--- src/rtl/rle_pkg.sv ---
// Shared constants for the run-length tokeniser: word layout and run-length limits.
// Output word layout is {eof, eol, value, length}, with length occupying the low bits.
package rle_pkg;

    localparam int DEF_LEN_W = 11;

    // Field offsets for the default length width; wider or narrower words keep the same order.
    localparam int LEN_LSB = 0;
    localparam int VAL_BIT = DEF_LEN_W;
    localparam int EOL_BIT = DEF_LEN_W + 1;
    localparam int EOF_BIT = DEF_LEN_W + 2;

    function automatic int max_len(input int len_w);
        return (1 << len_w) - 1;
    endfunction

    localparam int MAX_LEN = max_len(DEF_LEN_W);

    typedef enum logic {
        RUN_IDLE   = 1'b0,
        RUN_ACTIVE = 1'b1
    } run_state_e;

endpackage

--- src/rtl/rle_sync_fifo.sv ---
// Synchronous first-word-fall-through FIFO with a registered read port.
// The head word is kept in a register, so nothing combinational leads from pop to the outputs.
module rle_sync_fifo #(
    parameter int WIDTH = 14,
    parameter int DEPTH = 64
) (
    input  logic                     clk,
    input  logic                     srst,
    input  logic                     push_i,
    input  logic [WIDTH-1:0]         wr_data_i,
    input  logic                     pop_i,
    output logic [WIDTH-1:0]         rd_data_o,
    output logic                     full_o,
    output logic                     empty_o,
    output logic [$clog2(DEPTH):0]   level_o
);

    localparam int AW = $clog2(DEPTH);

    logic [WIDTH-1:0] mem_q [DEPTH];
    logic [AW-1:0]    wr_ptr_q;
    logic [AW-1:0]    rd_ptr_q;
    logic [AW-1:0]    rd_ptr_d;
    logic [AW:0]      count_q;
    logic [WIDTH-1:0] rd_data_q;
    logic             do_pop;
    logic             do_push;

    assign empty_o   = (count_q == '0);
    assign full_o    = (count_q == (AW+1)'(DEPTH));
    assign do_pop    = pop_i & ~empty_o;
    // A full FIFO still accepts a write when the head leaves in the same cycle.
    assign do_push   = push_i & (~full_o | do_pop);
    assign rd_ptr_d  = rd_ptr_q + AW'(do_pop);
    assign rd_data_o = rd_data_q;
    assign level_o   = count_q;

    always_ff @(posedge clk) begin
        if (do_push) begin
            mem_q[wr_ptr_q] <= wr_data_i;
        end
    end

    always_ff @(posedge clk) begin
        if (srst) begin
            wr_ptr_q  <= '0;
            rd_ptr_q  <= '0;
            count_q   <= '0;
            rd_data_q <= '0;
        end else begin
            wr_ptr_q <= wr_ptr_q + AW'(do_push);
            rd_ptr_q <= rd_ptr_d;
            count_q  <= count_q + (AW+1)'(do_push) - (AW+1)'(do_pop);
            // Bypass when the word being written becomes the new head.
            if (do_push && (wr_ptr_q == rd_ptr_d)) begin
                rd_data_q <= wr_data_i;
            end else begin
                rd_data_q <= mem_q[rd_ptr_d];
            end
        end
    end

endmodule

--- src/rtl/rle_run_fifo.sv ---
// Run-length tokeniser for the binarised pixel stream, buffering {eof, eol, value, length}
// words in a FWFT FIFO drained by a ready/valid consumer.
module rle_run_fifo
    import rle_pkg::*;
#(
    parameter int LEN_W = DEF_LEN_W,
    parameter int DEPTH = 64
) (
    input  logic                     CLK,
    input  logic                     reset,
    input  logic                     enable,
    input  logic                     bit_in,
    input  logic                     eol,
    input  logic                     eof,
    output logic [LEN_W+2:0]         out_word,
    output logic                     out_valid,
    input  logic                     out_ready,
    output logic [$clog2(DEPTH):0]   level,
    output logic                     overflow
);

    localparam int               WORD_W  = LEN_W + 3;
    localparam logic [LEN_W-1:0] MAX_RUN = LEN_W'(max_len(LEN_W));
    localparam logic [LEN_W-1:0] ONE     = LEN_W'(1);

    run_state_e        state_q, state_d;
    logic              cur_val_q, cur_val_d;
    logic [LEN_W-1:0]  cur_len_q, cur_len_d;
    logic [WORD_W-1:0] hold_q, hold_d;
    logic              hold_valid_q, hold_valid_d;
    logic              overflow_q;
    logic              push;
    logic [WORD_W-1:0] push_word;
    logic              line_end;
    logic              extend;
    logic              fifo_full;
    logic              fifo_empty;

    function automatic logic [WORD_W-1:0] pack(input logic f_eof, input logic f_eol,
                                               input logic f_val, input logic [LEN_W-1:0] f_len);
        logic [WORD_W-1:0] w;
        w = '0;
        w[LEN_W + (EOF_BIT - VAL_BIT)] = f_eof;
        w[LEN_W + (EOL_BIT - VAL_BIT)] = f_eol;
        w[LEN_W]                       = f_val;
        w[LEN_LSB +: LEN_W]            = f_len;
        return w;
    endfunction

    assign line_end = eol | eof;
    assign extend   = (state_q == RUN_ACTIVE) && (bit_in == cur_val_q) && (cur_len_q != MAX_RUN);

    always_ff @(posedge CLK) begin
        if (reset) begin
            state_q <= RUN_IDLE;
        end else begin
            state_q <= state_d;
        end
    end

    always_comb begin
        state_d = state_q;
        if (enable) begin
            state_d = line_end ? RUN_IDLE : RUN_ACTIVE;
        end
    end

    // A line-end pixel that also closes the previous run parks its own one-pixel run in hold.
    always_comb begin
        push         = hold_valid_q;
        push_word    = hold_q;
        cur_val_d    = cur_val_q;
        cur_len_d    = cur_len_q;
        hold_d       = hold_q;
        hold_valid_d = 1'b0;
        if (enable) begin
            if (state_q == RUN_IDLE) begin
                cur_val_d = bit_in;
                cur_len_d = ONE;
                if (line_end) begin
                    push      = 1'b1;
                    push_word = pack(eof, 1'b1, bit_in, ONE);
                end
            end else if (extend) begin
                cur_len_d = cur_len_q + ONE;
                if (line_end) begin
                    push      = 1'b1;
                    push_word = pack(eof, 1'b1, cur_val_q, cur_len_q + ONE);
                end
            end else begin
                push      = 1'b1;
                push_word = pack(1'b0, 1'b0, cur_val_q, cur_len_q);
                cur_val_d = bit_in;
                cur_len_d = ONE;
                if (line_end) begin
                    hold_d       = pack(eof, 1'b1, bit_in, ONE);
                    hold_valid_d = 1'b1;
                end
            end
        end
    end

    always_ff @(posedge CLK) begin
        if (reset) begin
            cur_val_q    <= 1'b0;
            cur_len_q    <= '0;
            hold_q       <= '0;
            hold_valid_q <= 1'b0;
            overflow_q   <= 1'b0;
        end else begin
            cur_val_q    <= cur_val_d;
            cur_len_q    <= cur_len_d;
            hold_q       <= hold_d;
            hold_valid_q <= hold_valid_d;
            if (push && fifo_full && !(out_valid && out_ready)) begin
                overflow_q <= 1'b1;
            end
        end
    end

    rle_sync_fifo #(
        .WIDTH (WORD_W),
        .DEPTH (DEPTH)
    ) u_fifo (
        .clk       (CLK),
        .srst      (reset),
        .push_i    (push),
        .wr_data_i (push_word),
        .pop_i     (out_ready),
        .rd_data_o (out_word),
        .full_o    (fifo_full),
        .empty_o   (fifo_empty),
        .level_o   (level)
    );

    assign out_valid = ~fifo_empty;
    assign overflow  = overflow_q;

endmodule
--- config.mk ---
export PLATFORM = sky130hd
export DESIGN_NAME = rle_run_fifo
export DESIGN_NICKNAME = d
export VERILOG_FILES = /design/src/rtl/rle_pkg.sv /design/src/rtl/rle_sync_fifo.sv /design/src/rtl/rle_run_fifo.sv
export SDC_FILE = /design/constraint.sdc
export NUM_CORES = 1
export LEC_CHECK = 0
export BUFFER_PORTS_ARGS = -buffer_cell sky130_fd_sc_hd__buf_4
export CAP_MARGIN = 20
export CORE_MARGIN = 2
export CORE_UTILIZATION = 30
export DETAILED_ROUTE_END_ITERATION = 8
export GPL_TIMING_DRIVEN = 1
export PLACE_DENSITY = 0.49
export SLEW_MARGIN = 20
export SYNTH_ARGS = -nofsm -noshare
export SYNTH_HDL_FRONTEND = slang
export SYNTH_SLANG_ARGS = --single-unit
--- constraint.sdc ---
create_clock -name CLK -period 7.7 [get_ports CLK]
set_clock_uncertainty 0.15 [all_clocks]
set_input_delay 1.54 -clock CLK [delete_from_list [all_inputs] [get_ports CLK]]
set_output_delay 1.54 -clock CLK [all_outputs]
set_load 0.02 [all_outputs]
### After elaboration in Yosys (flattened, before gate mapping)

Memory sizes are Yosys's and may differ from the RTL's. A register that Yosys moved wholly into a read port is not among the register bits.
Index checks and enable logic that the tools add are counted.

* $add $sub $neg: 5
* muxes and demuxes: 17
* equal/unequal tests: 4
* bitwise logic cells: 9
* reduce and logical (&&, ||, !) cells: 10

Operator list (count)
* 14-bit two-way mux: 5
* 11-bit two-way mux: 2
* 6-bit by 1-bit adder with 6-bit output: 2
* 11-bit by 1-bit adder with 11-bit output (second input constant): 1
* 11-bit inequality test (second input constant): 1
* 1-bit two-way mux: 10
* 7-bit by 1-bit adder with 7-bit output: 1
* 7-bit == test (second input constant): 1
* 7-bit zero test: 1
* 7-bit by 1-bit subtractor with 7-bit output: 1
* 1-bit logical AND: 5
* 1-bit inverter: 5
* 4-bit OR reduction: 1
* 3-bit AND reduction: 1
* 1-bit bitwise AND: 2
* 2-bit inequality test (second input constant): 1
* 1-bit OR: 2
* 2-bit AND reduction: 1
* 1-bit == test: 1
* 1-bit zero test: 1

* memories kept: 1
* bits in writable memories: 896
* register bits after elaboration: 48

Memory list
* u_fifo.mem_q: words 64, bits a word 14, rd ports 1, clocked after memory_dff 1, write ports 1, RTL line rle_sync_fifo.sv:20 `logic [WIDTH-1:0] mem_q [DEPTH];`

### Depth between registers and ports, before layout

Gate-level depths: netlist of the first run.

* word-level depth: 9
* gate-level depth with buffers: 16

### Modules after synthesis

Synthesis of the first run repeated with hierarchy kept, for this count alone.

* cell total of the unflattened synthesis: 1877
* area, all modules: 37870.1 sq um

By module, submodules not included
* rle_sync_fifo: sequential area each 27566.4 sq um, area an instance 36138.4 sq um, instances 1, cells each 1674
* rle_run_fifo: sequential area each 580.6 sq um, area an instance 1731.7 sq um, instances 1, cells each 203

### Worst setup path after synthesis of the first run

Ideal clock, no wire load.

* path kind: input to register
* start: input bit_in
* end: memory u_fifo.mem_q[0][11] (data pin)
* setup slack: 1.548 ns
* stages on the path: 4
* setup time: 0.779 ns
* data required time: 6.771 ns
* arrival time: 5.224 ns
* cell sequence: xnor2_1 and2_1 a311oi_1 a311oi_1

* word-level cells in the longest chain between the ends: 6
* elaborated cells between the ends (all ways): 7

Ends and longest elaborated chain
* from (decl): RTL line rle_run_fifo.sv:12 `input logic bit_in,`
* 1-bit == test: RTL line rle_run_fifo.sv:51 `assign extend = (state_q == RUN_ACTIVE) && (bit_in == cur_val_q) && (cur_len_q != MAX_RUN);`
* 1-bit logical AND (2 in a row): RTL line rle_run_fifo.sv:51
* 14-bit two-way mux: RTL line rle_run_fifo.sv:84 `end else if (extend) begin`
* 14-bit two-way mux *: RTL line rle_run_fifo.sv:77 `if (state_q == RUN_IDLE) begin`
* 14-bit two-way mux *: RTL line rle_run_fifo.sv:76 `if (enable) begin`
* named net push_word[11]: RTL line rle_run_fifo.sv:33 `logic [WORD_W-1:0] push_word;`
* to (decl): RTL line rle_sync_fifo.sv:20

The timed path passes the listed nets; every way through them passes the cells marked *.

### Worst setup path after layout of the first run

* start: register cur_len_q[0]
* end: memory u_fifo.mem_q[3][2], enable pin

* word-level cells in the longest chain between the ends: 8

Ends and longest elaborated chain
* from (decl): RTL line rle_run_fifo.sv:28 `logic [LEN_W-1:0] cur_len_q, cur_len_d;`
* from (signal assigned): RTL line rle_run_fifo.sv:112 `cur_len_q <= cur_len_d;`
* 11-bit inequality test: RTL line rle_run_fifo.sv:51
* 1-bit logical AND: RTL line rle_run_fifo.sv:51
* 1-bit two-way mux: RTL line rle_run_fifo.sv:84
* 1-bit two-way mux: RTL line rle_run_fifo.sv:77
* 1-bit two-way mux: RTL line rle_run_fifo.sv:76
* 1-bit bitwise AND: RTL line rle_sync_fifo.sv:33 `assign do_push = push_i & (~full_o | do_pop);`
* 1-bit two-way mux: RTL line rle_sync_fifo.sv:39 `if (do_push) begin`
* 1-bit two-way mux (not written as such): RTL line rle_sync_fifo.sv:40 `mem_q[wr_ptr_q] <= wr_data_i;`

No other way between the ends.

==> impl_metrics.env, run 1 <==
export IMPL_grt_pass1_wl_um=145100
export IMPL_met3_usage_pct=2.535
export IMPL_syn_to_final_growth_pct=15.62
export IMPL_nNetsFinal=2142
export IMPL_clock_latency_ps=670
export IMPL_seq_area_um2=28150
export IMPL_initial_core_util_pct=30.19
export IMPL_ys_async_sr_fraction_pct=0
export IMPL_syn_nets=2013
export IMPL_report_final_hold_viol_count=0
export IMPL_clkTransAtPathRegs_ps=60
export IMPL_core_um2=125400
export IMPL_gr_max_usage_layer="met2"
export IMPL_hold_buffers=0
export IMPL_synth_seq_area_share_pct=74.35
export IMPL_grt_use_total_pct=15.33
export IMPL_clock_fmax_ghz=0.2032
export IMPL_cts_made_buffers=102
export IMPL_die_h_um=359.2
export IMPL_min_period_over_period_pct=63.91
export IMPL_num_antenna_cells=0
export IMPL_grt_max_degree=80
export IMPL_die_x_um=359.2
export IMPL_layout_drive_gt1_share_pct=24.31
export IMPL_crit_type="flop to flop"
export IMPL_cts_resized_gates=0
export IMPL_slew_viol_final=0
export IMPL_endpoint_kind="flop"
export IMPL_synth_area_um2=37860
export IMPL_crit_path_start_kind="flop"
export IMPL_fill_cells=11691
export IMPL_first_pass_iters=5
export IMPL_synth_top_area_share_pct=71.07
export IMPL_gp_congestion=0.7829
export IMPL_critPathArrivalTime_ps=5130
export IMPL_max_vdd_ir_drop_mv=0.1800
export IMPL_globalRouteOverflowTotal=0
export IMPL_use_met1_pct=21.13
export IMPL_synth_cells=1991
export IMPL_wl_per_cell_um=26.07
export IMPL_rsz0062_at_grt="no"
export IMPL_pwr_density_cell_nw_per_um2=294.3
export IMPL_cts_root_buf="clkbuf_16"
export IMPL_htreeDepth=3
export IMPL_io_pins=30
export IMPL_cts_sinks=958
export IMPL_cp_max_fo=12
export IMPL_leakagePower_nw=13.37
export IMPL_synth_area_leader_cell="edfxtp_1"
export IMPL_synth_warnings=0
export IMPL_dieArea_um2=129000
export IMPL_tightest_slew_ps=1140
export IMPL_setup_tns_ps=0
export IMPL_hp_class="flop to flop"
export IMPL_cts_buffer_depth=3
export IMPL_antenna_found_initial=6
export IMPL_ant_nets=0
export IMPL_status="finished, final reports clean"
export IMPL_drt_iter0_drc=2271
export IMPL_multiInputGateArea_um2=9295
export IMPL_rows=130
export IMPL_ff2ff_setup_slack_ps=2780
export IMPL_layout_common_cells="896 x edfxtp_1, 223 x mux4_2, 174 x nand2_1, 131 x buf_4, 109 x nor2_1"
export IMPL_final_common_cell="edfxtp_1"
export IMPL_power_mw=12.88
export IMPL_synth_top_flop_cell="edfxtp_1"
export IMPL_relSlewSlack_pct=24.01
export IMPL_vias=19615
export IMPL_port_buffers=29
export IMPL_cts_setup_buffers=0
export IMPL_finalSetupViolCount=0
export IMPL_grt_pass1_vias=19890
export IMPL_tritoncts="built"
export IMPL_remaining_drc_errors=0
export IMPL_ys_ff_latch=958
export IMPL_ys_types=78
export IMPL_cap_violations=0
export IMPL_crit_required_ps=7910
export IMPL_met2_usage_pct=24.79
export IMPL_dp_hpwl_um=59210
export IMPL_synth_area_top_cells="edfxtp_1 71%, mux4_2 13%, dfxtp_1 3.3%"
export IMPL_fin_crit_ps=4921
export IMPL_routed_wl_um=100300
export IMPL_syn_area_per_cell_um2=19.01
export IMPL_via_per_inst=5.099
export IMPL_synth_edff_count=896
## through the flow
step | utilization (%) | worst slack, ps | cells | instance area [um2] | hold WS [ps]
2_1_floorplan | - | 1548 | 1991 | 37860 | 280.3
3_3_place_gp | 32.40 | 2318 | 3666 | 40630 | 301.3
3_5_place_dp | 32.40 | 2295 | 3666 | 40640 | 302.6
4_1_cts | 34.90 | 2891 | 3847 | 43770 | 316.8
5_1_grt | 34.90 | 2711 | 3847 | 43770 | 339.7
6_report | 34.90 | 2779 | 3847 | 43770 | 315.0
## flip-flops by register name, indices dropped and copies added (netlist names)
name              flops
hold_valid_q          1
u_fifo.mem_q        896
u_fifo.rd_ptr_q       6
u_fifo.rd_data_o     14
cur_val_q             1
u_fifo.wr_ptr_q       6
hold_q               14
state_q               1
u_fifo.level_o        7
overflow              1
cur_len_q            11
## path summary, 6_finish.rpt
check,cells past startpoint,endpoint,from
hold / removal,1,hold_q[1],hold_q[1]
hold reg to reg,1,hold_q[1],hold_q[1]
setup reg to reg,10,u_fifo.mem_q[3][2],cur_len_q[0]
setup / recovery,10,u_fifo.mem_q[3][2],cur_len_q[0]
## layout make-up
| class | instances | share of cell area [%] |
|---|---|---|
| clock buffer | 120 | 6.132 |
| clock inverter | 61 | 1.032 |
| inverter | 12 | 0.1029 |
| multi-input combinational | 910 | 21.24 |
| sequential | 958 | 64.31 |
| tap | 1650 | 4.717 |
| timing repair buffer | 136 | 2.475 |
## layer usage
metal | routed length (um) | up-vias
li1 | - | 8336
met1 | 43510 | 10447
met2 | 47960 | 667
met3 | 5751 | 161
met4 | 3040 | 4
met5 | 23 | -
## cell families (layout without fill, tap and decap cells)
| logic type | after synthesis | in the layout | synth area share [%] |
|---|---|---|---|
| DFF | 958 | 958 | 74.35 |
| and+or+nand+nor | 446 | 446 | 5.377 |
| muxes | 270 | 270 | 14.51 |
| AOI/OAI and AO/OA | 155 | 155 | 3.018 |
| buffers and inverters | 123 | 329 | 1.504 |
| xor gates and xnor gates | 24 | 24 | 0.7238 |
| adders and majority gates | 15 | 15 | 0.5156 |
## worst max-delay path, cell delays in order, from the launching register on
cell	delay [ps]
dfxtp_1	520
ha_1	300
nand3_2	260
nor4_4	640
o21ai_1	100
buf_4	220
a21oi_2	390
nand3_1	590
buf_4	400
nor2_1	710
buf_4	320
## power by group
part	total [mW]	internal, mW	leakage, nW	switching (mW)
Sequential	5.80	5.72	8.44	0.0793
Combinational	2.43	1.07	3.40	1.36
Clock	4.66	2.67	1.54	1.99
Total	12.9	9.45	13.4	3.43
## Yosys cell counts, types with 5 or more instances
library cell  number
a21boi_0           6
a21oi_1           28
a221o_1            7
a221oi_1           5
a22oi_1            6
a31oi_1           11
a32oi_1           27
and2_1            15
and3_1             6
buf_1             17
buf_2             41
buf_4             13
clkbuf_1          39
dfxtp_1           62
edfxtp_1         896
ha_1              14
inv_1             11
mux2i_1           47
mux4_2           223
nand2_1          174
nand3_1           61
nand4_1           24
nor2_1           113
nor2b_1           11
nor3_1            10
o21ai_0           15
o21ai_1           15
or3_1              8
xnor2_1           12
xor2_1             7
(Power assumes the default switching activity.)
==> run 2: changes to the inputs <==
Settings changed: PLACE_DENSITY 0.49 to 0.5.
Clock period 7.7 ns to 4.41 ns, I/O delays scaled along.
==> impl_metrics.env, run 2 (synthesized netlist as in run 1, its figures left out) <==
export IMPL_status="finished, final reports clean"
export IMPL_slowest_delay_ps=590
export IMPL_critPathTopFamily="compound AO/OA/AOI/OAI gates"
export IMPL_clock_fmax_ghz=0.2317
export IMPL_die_x_um=359.2
export IMPL_fin_crit_ps=4315
export IMPL_crit_type="flop to flop"
export IMPL_layout_drive_gt1_share_pct=27.41
export IMPL_dp_hpwl_um=62370
export IMPL_grt_pass1_wl_um=147100
export IMPL_remaining_drc_errors=0
export IMPL_finalSetupViolCount=0
export IMPL_cts_buffer_depth=3
export IMPL_via_per_inst=5.037
export IMPL_report_final_hold_viol_count=0
export IMPL_die_h_um=359.2
export IMPL_layout_common_cells="896 x edfxtp_1, 223 x mux4_2, 183 x buf_4, 174 x nand2_1, 112 x nor2_1"
export IMPL_port_buffers=29
export IMPL_globalRouteOverflowTotal=0
export IMPL_tritoncts="built"
export IMPL_cts_root_buf="clkbuf_16"
export IMPL_routed_wl_um=101200
export IMPL_gp_congestion=0.8120
export IMPL_max_vdd_ir_drop_mv=0.3131
export IMPL_endpoint_kind="flop"
export IMPL_dieArea_um2=129000
export IMPL_ant_nets=0
export IMPL_instances_no_fill=3937
export IMPL_critPathArrivalTime_ps=4710
export IMPL_wl_per_cell_um=25.71
export IMPL_cts_sinks=958
export IMPL_crit_path_start_kind="flop"
export IMPL_relSlewSlack_pct=25.92
export IMPL_dpl_cell_count=3735
export IMPL_tightest_slew_ps=1111
export IMPL_clock_latency_ps=670
export IMPL_htreeDepth=3
export IMPL_pwr_density_cell_nw_per_um2=531.5
export IMPL_initial_core_util_pct=30.19
export IMPL_drt_iter0_drc=1927
export IMPL_fin_hold_ws_ps=320.6
export IMPL_rows=130
export IMPL_grt_max_degree=101
export IMPL_clkTransAtPathRegs_ps=60
export IMPL_power_mw=23.93
export IMPL_slew_viol_final=0
export IMPL_rsz0062_at_grt="no"
export IMPL_grt_pass1_vias=20598
export IMPL_cts_made_buffers=103
export IMPL_regMostFlops="u_fifo.mem_q"
export IMPL_leakagePower_nw=14.26
export IMPL_grt_use_total_pct=15.55
export IMPL_setup_tns_ps=0
export IMPL_nNetsFinal=2219
export IMPL_cap_violations=0
export IMPL_io_pins=30
export IMPL_cp_max_fo=10
export IMPL_first_pass_iters=5
export IMPL_final_common_cell="edfxtp_1"
export IMPL_critPathBufInv=2
export IMPL_path_cells="inv_1 > ha_1 > nand4bb_1 > or2_2 > and2_1 > ha_4 > ha_4 > buf_12 > mux4_2 > mux2i_1 > a221oi_1 > a21boi_0 > a21oi_1"
export IMPL_place_ws_ps=-26.09
export IMPL_core_um2=125400
export IMPL_largest_reg_flops=896
export IMPL_syn_to_final_growth_pct=18.92
export IMPL_slowest_stage="a21boi_0"
export IMPL_crit_top_cell="ha_4"
export IMPL_crit_required_ps=4800
export IMPL_vias=19829
export IMPL_antenna_found_initial=3
export IMPL_fin_ws_ps=94.56
export IMPL_min_period_over_period_pct=97.86
export IMPL_hp_class="flop to flop"
==> run 2: worst paths after layout <==
path | from | endpoint | slack [ps] | depth (start not counted)
max reg2reg | u_fifo.level_o[2] | u_fifo.rd_data_o[10] | 90 | 13
min | hold_q[2] | hold_q[2] | 320 | 1
max | u_fifo.level_o[2] | u_fifo.rd_data_o[10] | 90 | 13
min reg2reg | hold_q[2] | hold_q[2] | 320 | 1
==> run 2: final cells by class <==
class,instances,area [um2]
diodes,3,7.507
clock buffers,125,2744
clock inverters,67,763.2
fillers,11608,80390
inverters,12,45.04
multi-input cells,910,9294
flip-flops and latches,958,28150
well taps,1650,2064
repair buffers,212,1954
==> run 2: where the power goes <==
part | leakage [nW] | total (mW) | switching (mW) | internal, mW
logic | 3.91 | 4.90 | 2.60 | 2.30
clock network | 1.71 | 8.90 | 3.59 | 5.31
registers | 8.64 | 10.1 | 0.134 | 9.98
total | 14.3 | 23.9 | 6.33 | 17.6
==> run 2: repair_timing <==
| action | 4_1_cts | 5_1_grt |
|---|---|---|
| setup endpoints to repair | 1 | 5 |
| resized for setup | 1 | 2 |
| endpoints found under the hold margin | 0 | 0 |
| setup buffers | 0 | 7 |
| hold buffers | 0 | 0 |
| pin swaps | 0 | 2 |
==> run 2: routing by layer <==
layer	wire (um)	track usage, %	vias up
li1	-	-	8484
met1	43270	20.92	10575
met2	49400	25.68	630
met3	5628	2.491	138
met4	2905	5.129	2
met5	13	0	-
==> run 2: through the flow <==
step           utilization [%]  cell area (um2)
2_1_floorplan                -            37860
3_3_place_gp             33.05            41450
3_5_place_dp             33.05            41450
4_1_cts                  35.85            44960
5_1_grt                  35.89            45010
6_report                 35.90            45020
